--- src/rtl/vga_rect_fill_if.sv ---
// rtl/vga_rect_fill_if.sv - request and pixel-write bundle between a fill client and vga_rect_fill
interface vga_rect_fill_if #(
   parameter int X_W      = 8,
   parameter int Y_W      = 7,
   parameter int COLOUR_W = 3
);
   logic                start;
   logic [X_W-1:0]      x0;
   logic [Y_W-1:0]      y0;
   logic [X_W-1:0]      w;
   logic [Y_W-1:0]      h;
   logic [COLOUR_W-1:0] colour;

   logic [X_W-1:0]      x;
   logic [Y_W-1:0]      y;
   logic [COLOUR_W-1:0] colour_out;
   logic                plot;
   logic                busy;
   logic                done;

   modport master (
      output start, x0, y0, w, h, colour,
      input  x, y, colour_out, plot, busy, done
   );

   modport slave (
      input  start, x0, y0, w, h, colour,
      output x, y, colour_out, plot, busy, done
   );
endinterface

--- src/rtl/vga_rect_fill.sv ---
// rtl/vga_rect_fill.sv - raster-order rectangle fill engine feeding vga_adapter, one pixel per clock
module vga_rect_fill #(
   parameter int X_W      = 8,
   parameter int Y_W      = 7,
   parameter int COLOUR_W = 3,
   parameter int MAX_X    = 159,
   parameter int MAX_Y    = 119
) (
   input  logic             clock,
   input  logic             resetn,
   vga_rect_fill_if.slave   bus
);
   typedef enum logic [1:0] {
      IDLE = 2'd0,
      DRAW = 2'd1,
      FIN  = 2'd2
   } state_t;

   localparam logic [X_W:0] MAX_XW = MAX_X[X_W:0];
   localparam logic [Y_W:0] MAX_YW = MAX_Y[Y_W:0];

   state_t              state, state_n;
   logic [X_W-1:0]      x_r, x_n;
   logic [Y_W-1:0]      y_r, y_n;
   logic [X_W-1:0]      x0_l, x0_n;
   logic [X_W-1:0]      xe_l, xe_n;
   logic [Y_W-1:0]      ye_l, ye_n;
   logic [COLOUR_W-1:0] col_r, col_n;
   logic                plot_r, plot_n;
   logic                busy_r, busy_n;
   logic                done_r, done_n;

   // One extra bit on the far corner so x0+w-1 never wraps before clipping.
   logic [X_W:0]        x_last;
   logic [Y_W:0]        y_last;
   logic [X_W-1:0]      x_clip;
   logic [Y_W-1:0]      y_clip;
   logic                req_empty;

   assign x_last = {1'b0, bus.x0} + {1'b0, bus.w} - {{X_W{1'b0}}, 1'b1};
   assign y_last = {1'b0, bus.y0} + {1'b0, bus.h} - {{Y_W{1'b0}}, 1'b1};

   assign x_clip = (x_last > MAX_XW) ? MAX_XW[X_W-1:0] : x_last[X_W-1:0];
   assign y_clip = (y_last > MAX_YW) ? MAX_YW[Y_W-1:0] : y_last[Y_W-1:0];

   assign req_empty = (bus.w == '0) || (bus.h == '0) ||
                      ({1'b0, bus.x0} > MAX_XW) || ({1'b0, bus.y0} > MAX_YW);

   always_ff @(posedge clock or negedge resetn) begin
      if (!resetn) begin
         state  <= IDLE;
         x_r    <= '0;
         y_r    <= '0;
         x0_l   <= '0;
         xe_l   <= '0;
         ye_l   <= '0;
         col_r  <= '0;
         plot_r <= 1'b0;
         busy_r <= 1'b0;
         done_r <= 1'b0;
      end else begin
         state  <= state_n;
         x_r    <= x_n;
         y_r    <= y_n;
         x0_l   <= x0_n;
         xe_l   <= xe_n;
         ye_l   <= ye_n;
         col_r  <= col_n;
         plot_r <= plot_n;
         busy_r <= busy_n;
         done_r <= done_n;
      end
   end

   always_comb begin
      state_n = state;
      x_n     = x_r;
      y_n     = y_r;
      x0_n    = x0_l;
      xe_n    = xe_l;
      ye_n    = ye_l;
      col_n   = col_r;
      plot_n  = 1'b0;
      busy_n  = 1'b0;
      done_n  = 1'b0;

      unique case (state)
         IDLE: begin
            if (bus.start) begin
               if (req_empty) begin
                  state_n = FIN;
                  done_n  = 1'b1;
               end else begin
                  state_n = DRAW;
                  x_n     = bus.x0;
                  y_n     = bus.y0;
                  x0_n    = bus.x0;
                  xe_n    = x_clip;
                  ye_n    = y_clip;
                  col_n   = bus.colour;
                  plot_n  = 1'b1;
                  busy_n  = 1'b1;
               end
            end
         end

         DRAW: begin
            if (x_r < xe_l) begin
               x_n    = x_r + 1'b1;
               plot_n = 1'b1;
               busy_n = 1'b1;
            end else if (y_r < ye_l) begin
               x_n    = x0_l;
               y_n    = y_r + 1'b1;
               plot_n = 1'b1;
               busy_n = 1'b1;
            end else begin
               // Last pixel already on the bus: x/y hold it while done pulses.
               state_n = FIN;
               done_n  = 1'b1;
            end
         end

         FIN: begin
            state_n = IDLE;
         end

         default: begin
            state_n = IDLE;
         end
      endcase
   end

   assign bus.x          = x_r;
   assign bus.y          = y_r;
   assign bus.colour_out = col_r;
   assign bus.plot       = plot_r;
   assign bus.busy       = busy_r;
   assign bus.done       = done_r;
endmodule

--- src/flat_wrapper.sv ---
// flat-port wrapper written by rule: the top's interface ports become plain ports
module vga_rect_fill_flat 
#(
   parameter int X_W      = 8,
   parameter int Y_W      = 7,
   parameter int COLOUR_W = 3,
   parameter int MAX_X    = 159,
   parameter int MAX_Y    = 119
)
  (clock, resetn, bus_start, bus_x0, bus_y0, bus_w, bus_h, bus_colour, bus_x, bus_y, bus_colour_out, bus_plot, bus_busy, bus_done);
  vga_rect_fill_if #(.X_W(X_W), .Y_W(Y_W), .COLOUR_W(COLOUR_W)) bus_i ();
  input  logic clock;
  input  logic resetn;
  input wire logic [$bits(bus_i.start)-1:0] bus_start;
  input wire logic [$bits(bus_i.x0)-1:0] bus_x0;
  input wire logic [$bits(bus_i.y0)-1:0] bus_y0;
  input wire logic [$bits(bus_i.w)-1:0] bus_w;
  input wire logic [$bits(bus_i.h)-1:0] bus_h;
  input wire logic [$bits(bus_i.colour)-1:0] bus_colour;
  output wire logic [$bits(bus_i.x)-1:0] bus_x;
  output wire logic [$bits(bus_i.y)-1:0] bus_y;
  output wire logic [$bits(bus_i.colour_out)-1:0] bus_colour_out;
  output wire logic [$bits(bus_i.plot)-1:0] bus_plot;
  output wire logic [$bits(bus_i.busy)-1:0] bus_busy;
  output wire logic [$bits(bus_i.done)-1:0] bus_done;
  assign bus_i.start = bus_start;
  assign bus_i.x0 = bus_x0;
  assign bus_i.y0 = bus_y0;
  assign bus_i.w = bus_w;
  assign bus_i.h = bus_h;
  assign bus_i.colour = bus_colour;
  assign bus_x = bus_i.x;
  assign bus_y = bus_i.y;
  assign bus_colour_out = bus_i.colour_out;
  assign bus_plot = bus_i.plot;
  assign bus_busy = bus_i.busy;
  assign bus_done = bus_i.done;
  vga_rect_fill #(.X_W(X_W), .Y_W(Y_W), .COLOUR_W(COLOUR_W), .MAX_X(MAX_X), .MAX_Y(MAX_Y)) u_core (.clock(clock), .resetn(resetn), .bus(bus_i));
endmodule
--- config.mk ---
export PLATFORM = sky130hd
export DESIGN_NAME = vga_rect_fill_flat
export DESIGN_NICKNAME = d
export VERILOG_FILES = /design/src/rtl/vga_rect_fill_if.sv /design/src/rtl/vga_rect_fill.sv /design/src/flat_wrapper.sv
export SDC_FILE = /design/constraint.sdc
export NUM_CORES = 1
export LEC_CHECK = 0
export BUFFER_PORTS_ARGS = -buffer_cell sky130_fd_sc_hd__buf_2
export CORE_ASPECT_RATIO = 0.7
export CORE_MARGIN = 2
export CORE_UTILIZATION = 45
export DETAILED_ROUTE_END_ITERATION = 8
export PLACE_DENSITY = 0.68
export SETUP_SLACK_MARGIN = 0.02
export SLEW_MARGIN = 20
export SYNTH_ARGS = -nofsm -noshare
export SYNTH_HDL_FRONTEND = slang
export SYNTH_SLANG_ARGS = --single-unit
--- constraint.sdc ---
create_clock -name clock -period 2 [get_ports clock]
set_input_delay 0.1 -clock clock [delete_from_list [all_inputs] [get_ports clock]]
set_output_delay 0.1 -clock clock [all_outputs]
set_load 0.05 [all_outputs]
==> impl_metrics.tcl <==
set metrics [dict create \
    clk_pin_slew_worst_paths_ns 0.06 \
    arrival_ns 2.39 \
    hp-start "bus_x0[4]" \
    tightest_slew_ns 0.837 \
    r2r-start "u_core.xe_l[1]$_DFFE_PN0P_" \
    viasPerCell 5.40 \
    cp.required_ns 2.18 \
    grt_usage 0.259 \
    initial_utilization 0.462 \
    reg2reg_depth 8 \
    ys_ff_latch 45 \
    nNetsFinal 671 \
    die_h_um 78.9 \
    placed_cells 666 \
    p_leak_nw 2.73 \
    grt_pass1_vias 3571 \
    power.total_w 0.00872 \
    fin_cells 692 \
    netlist-cell-type-count 64 \
    cp_max_fo 6 \
    pin_count 57 \
    hold_ws_ns 0.170 \
    layout-drive-gt1-share 0.469 \
    syn-cell-area_um2 3600 \
    finalWorstSetupSlack_ns -0.216 \
    htreeDepth 2 \
    numCtsBuffers 5 \
    startpoint_type "register" \
    antenna_found_initial 0 \
    drcViolationCount 0 \
    vias 3740 \
    grt_pass1_wl_mm 17.8 \
    synthArstFlopShare 1.00 \
    slew_headroom 0.442 \
    clockRootBuffer "clkbuf_16" \
    routed_wl_mm 11.3 \
    avgSynthCellArea_um2 8.52 \
    clock_skew_ns 0.00840 \
    coreArea_um2 7800 \
    worst_hold_path.num_cells 3 \
    firstDrtPassIters 4 \
    worstSetupPathType "register to register" \
    wire_per_inst_um 16.3 \
    insertion_delay_ns 0.30 \
    hold_violations 0 \
    clkSinkCount 45 \
    ant_nets 0 \
    port-buffer-count 56 \
    cts_tree "built" \
    antenna_cells 0 \
    status "finished with violations" \
    synth_edf_count 0 \
    violations "negative setup slack" \
    seq_area_frac_synth 0.313 \
    end_kind "register" \
    fin_crit_sh 1.11 \
    min_to "u_core.x0_l[4]$_DFFE_PN0P_" \
    syn_to_final_growth_pct 54.8 \
    die_width_um 111 \
    cts_max_path_buffers 2 \
    rsz0062_at_grt "yes" \
    overflow 0 \
    holdCritPathClass "primary input to register" \
    reg2reg_to "u_core.bus.x[7]$_DFFE_PN0P_" \
    drt-initial-drc-count 200 \
    synthFlopType "dfrtp_1" \
    rows 27 \
    syn_nets 504 \
    cap_violations 0 \
    pwr_density_cell_nw_per_um2 1560 \
    dp_hpwl_mm 8.52 \
    yosysWarnings 0 \
    place.gp.congestion 0.877 \
    pre_cts_ws_ns -0.389 \
    drv_slew 0 \
    finalSetupViolations 21 \
    synth_cells 423 \
    ir_worst_vdd_uv 1160 \
    layout_min_cycle_time_ns 2.22 \
    r2r_setup_slack_ns -0.22 \
    dieArea_um2 8750 \
    grt_max_degree 37 \
    max_freq_mhz 451 \
]
layout by cell type, fill, tap and decap left out, drive strengths merged, types with 5 or more instances in the layout:
master	n
buf	171
xor2	5
nor2	23
o311ai	5
inv	81
o211ai	5
ha	43
clkbuf	5
and3	5
nor3	6
dfrtp	45
a21oi	16
xnor2	8
nand2	36
nand3	12
o21ai	21
a31oi	5
nand4	9
nand2b	5
o21a	6
mux2	5
final cells by class:
class / count / area (um2)
multi-input cells: 282 / 2550
fillers: 548 / 2230
repair buffers: 175 / 1260
flip-flops and latches: 45 / 1140
inverters: 81 / 347
well taps: 101 / 126
clock buffers: 5 / 125
clock inverters: 3 / 22.5
cell usage after synthesis (3+ instances only):
cell / n / area share
a21o_1: 4 / 0.0083
a21oi_1: 16 / 0.022
a22oi_1: 4 / 0.0083
a2bb2oi_1: 4 / 0.0097
a31oi_1: 5 / 0.0087
and2_1: 3 / 0.0052
and3_1: 5 / 0.0087
buf_1: 3 / 0.0031
buf_2: 4 / 0.0056
clkbuf_1: 6 / 0.0063
dfrtp_1: 45 / 0.31
ha_1: 43 / 0.15
inv_1: 80 / 0.083
mux2_4: 5 / 0.021
nand2_1: 36 / 0.038
nand2b_1: 5 / 0.0087
nand3_1: 12 / 0.017
nand4_1: 9 / 0.016
nor2_1: 22 / 0.023
nor3_1: 6 / 0.0083
o211ai_1: 5 / 0.010
o21a_1: 6 / 0.013
o21ai_0: 21 / 0.029
o311ai_1: 5 / 0.012
o32a_1: 4 / 0.011
xnor2_1: 8 / 0.019
xor2_1: 5 / 0.012
worst max-delay path, cell delays in order (launching register included):
cell and delay [ns]:
dfrtp_1 0.39, inv_2 0.10, ha_4 0.22, a2111oi_4 0.28
o211ai_1 0.21, and4_1 0.22, or2_4 0.28, inv_8 0.09
mux2_4 0.30
per-stage QoR:
stage / utilization / TNS (ns) / cell area, um2
floorplan: - / -1.92 / 3850
global route: 0.714 / -4.84 / 5580
detailed placement: 0.633 / -6.76 / 4940
global placement: 0.633 / -5.75 / 4940
finish: 0.714 / -3.05 / 5580
CTS: 0.684 / -1.94 / 5330
sequential cells by signal (all words and copies together), names as in the netlist:
| name | count |
|---|---|
| u_core.bus.x | 8 |
| u_core.state | 2 |
| u_core.bus.y | 7 |
| u_core.ye_l | 7 |
| u_core.bus.done | 1 |
| u_core.x0_l | 8 |
| u_core.bus.plot | 1 |
| u_core.xe_l | 8 |
| u_core.bus.colour_out | 3 |
where the power goes:
part / total [W] / leakage, nW / internal (W) / switching (W)
combinational: 0.00624 / 2.16 / 0.00281 / 0.00343
clock: 0.000845 / 0.0621 / 0.000463 / 0.000382
sequential: 0.00163 / 0.509 / 0.00136 / 0.000270
total: 0.00872 / 2.73 / 0.00463 / 0.00408
per-layer routing:
layer / track usage / wire length (um) / vias to the layer above
met5: 0 / 0 / -
met4: 0.0675 / 167 / 0
met3: 0.0557 / 792 / 16
met2: 0.387 / 4910 / 136
met1: 0.381 / 5450 / 1779
li1: - / - / 1809
worst max-delay path by stage:
stage | cells after the start | start | slack [ns] | endpoint
floorplan | 7 | u_core.bus.x[1]$_DFFE_PN0P_ | -0.16 | u_core.bus.x[4]$_DFFE_PN0P_
global placement | 12 | bus_h[1] | -0.32 | u_core.ye_l[0]$_DFFE_PN0P_
detailed placement | 12 | bus_h[1] | -0.39 | u_core.ye_l[0]$_DFFE_PN0P_
CTS | 9 | u_core.bus.x[3]$_DFFE_PN0P_ | -0.16 | u_core.bus.y[5]$_DFFE_PN0P_
global route | 9 | u_core.bus.x[3]$_DFFE_PN0P_ | -0.31 | u_core.bus.y[5]$_DFFE_PN0P_
finish | 8 | u_core.xe_l[1]$_DFFE_PN0P_ | -0.22 | u_core.bus.x[7]$_DFFE_PN0P_
cells by family (layout without fill, tap and decap cells):
group,Yosys count,after routing,share of synthesized area
XOR/XNOR,13,13,0.0316
multiplexers,5,5,0.0208
flip-flops,45,45,0.313
AO/OA/AOI/OAI,99,99,0.195
buffers and inverters,96,264,0.105
AND/OR/NAND/NOR,120,120,0.175
adder cells (fa/ha/maj),45,45,0.160
repair_timing:
action                                 CTS  global route
hold buffers                             4             0
pin swaps                               23            17
buffers inserted                         9             7
gates resized for setup                 37            39
endpoints found under the hold margin   38             0
setup endpoints to repair               32            34
No activity file was read; power rests on OpenSTA's default activity.
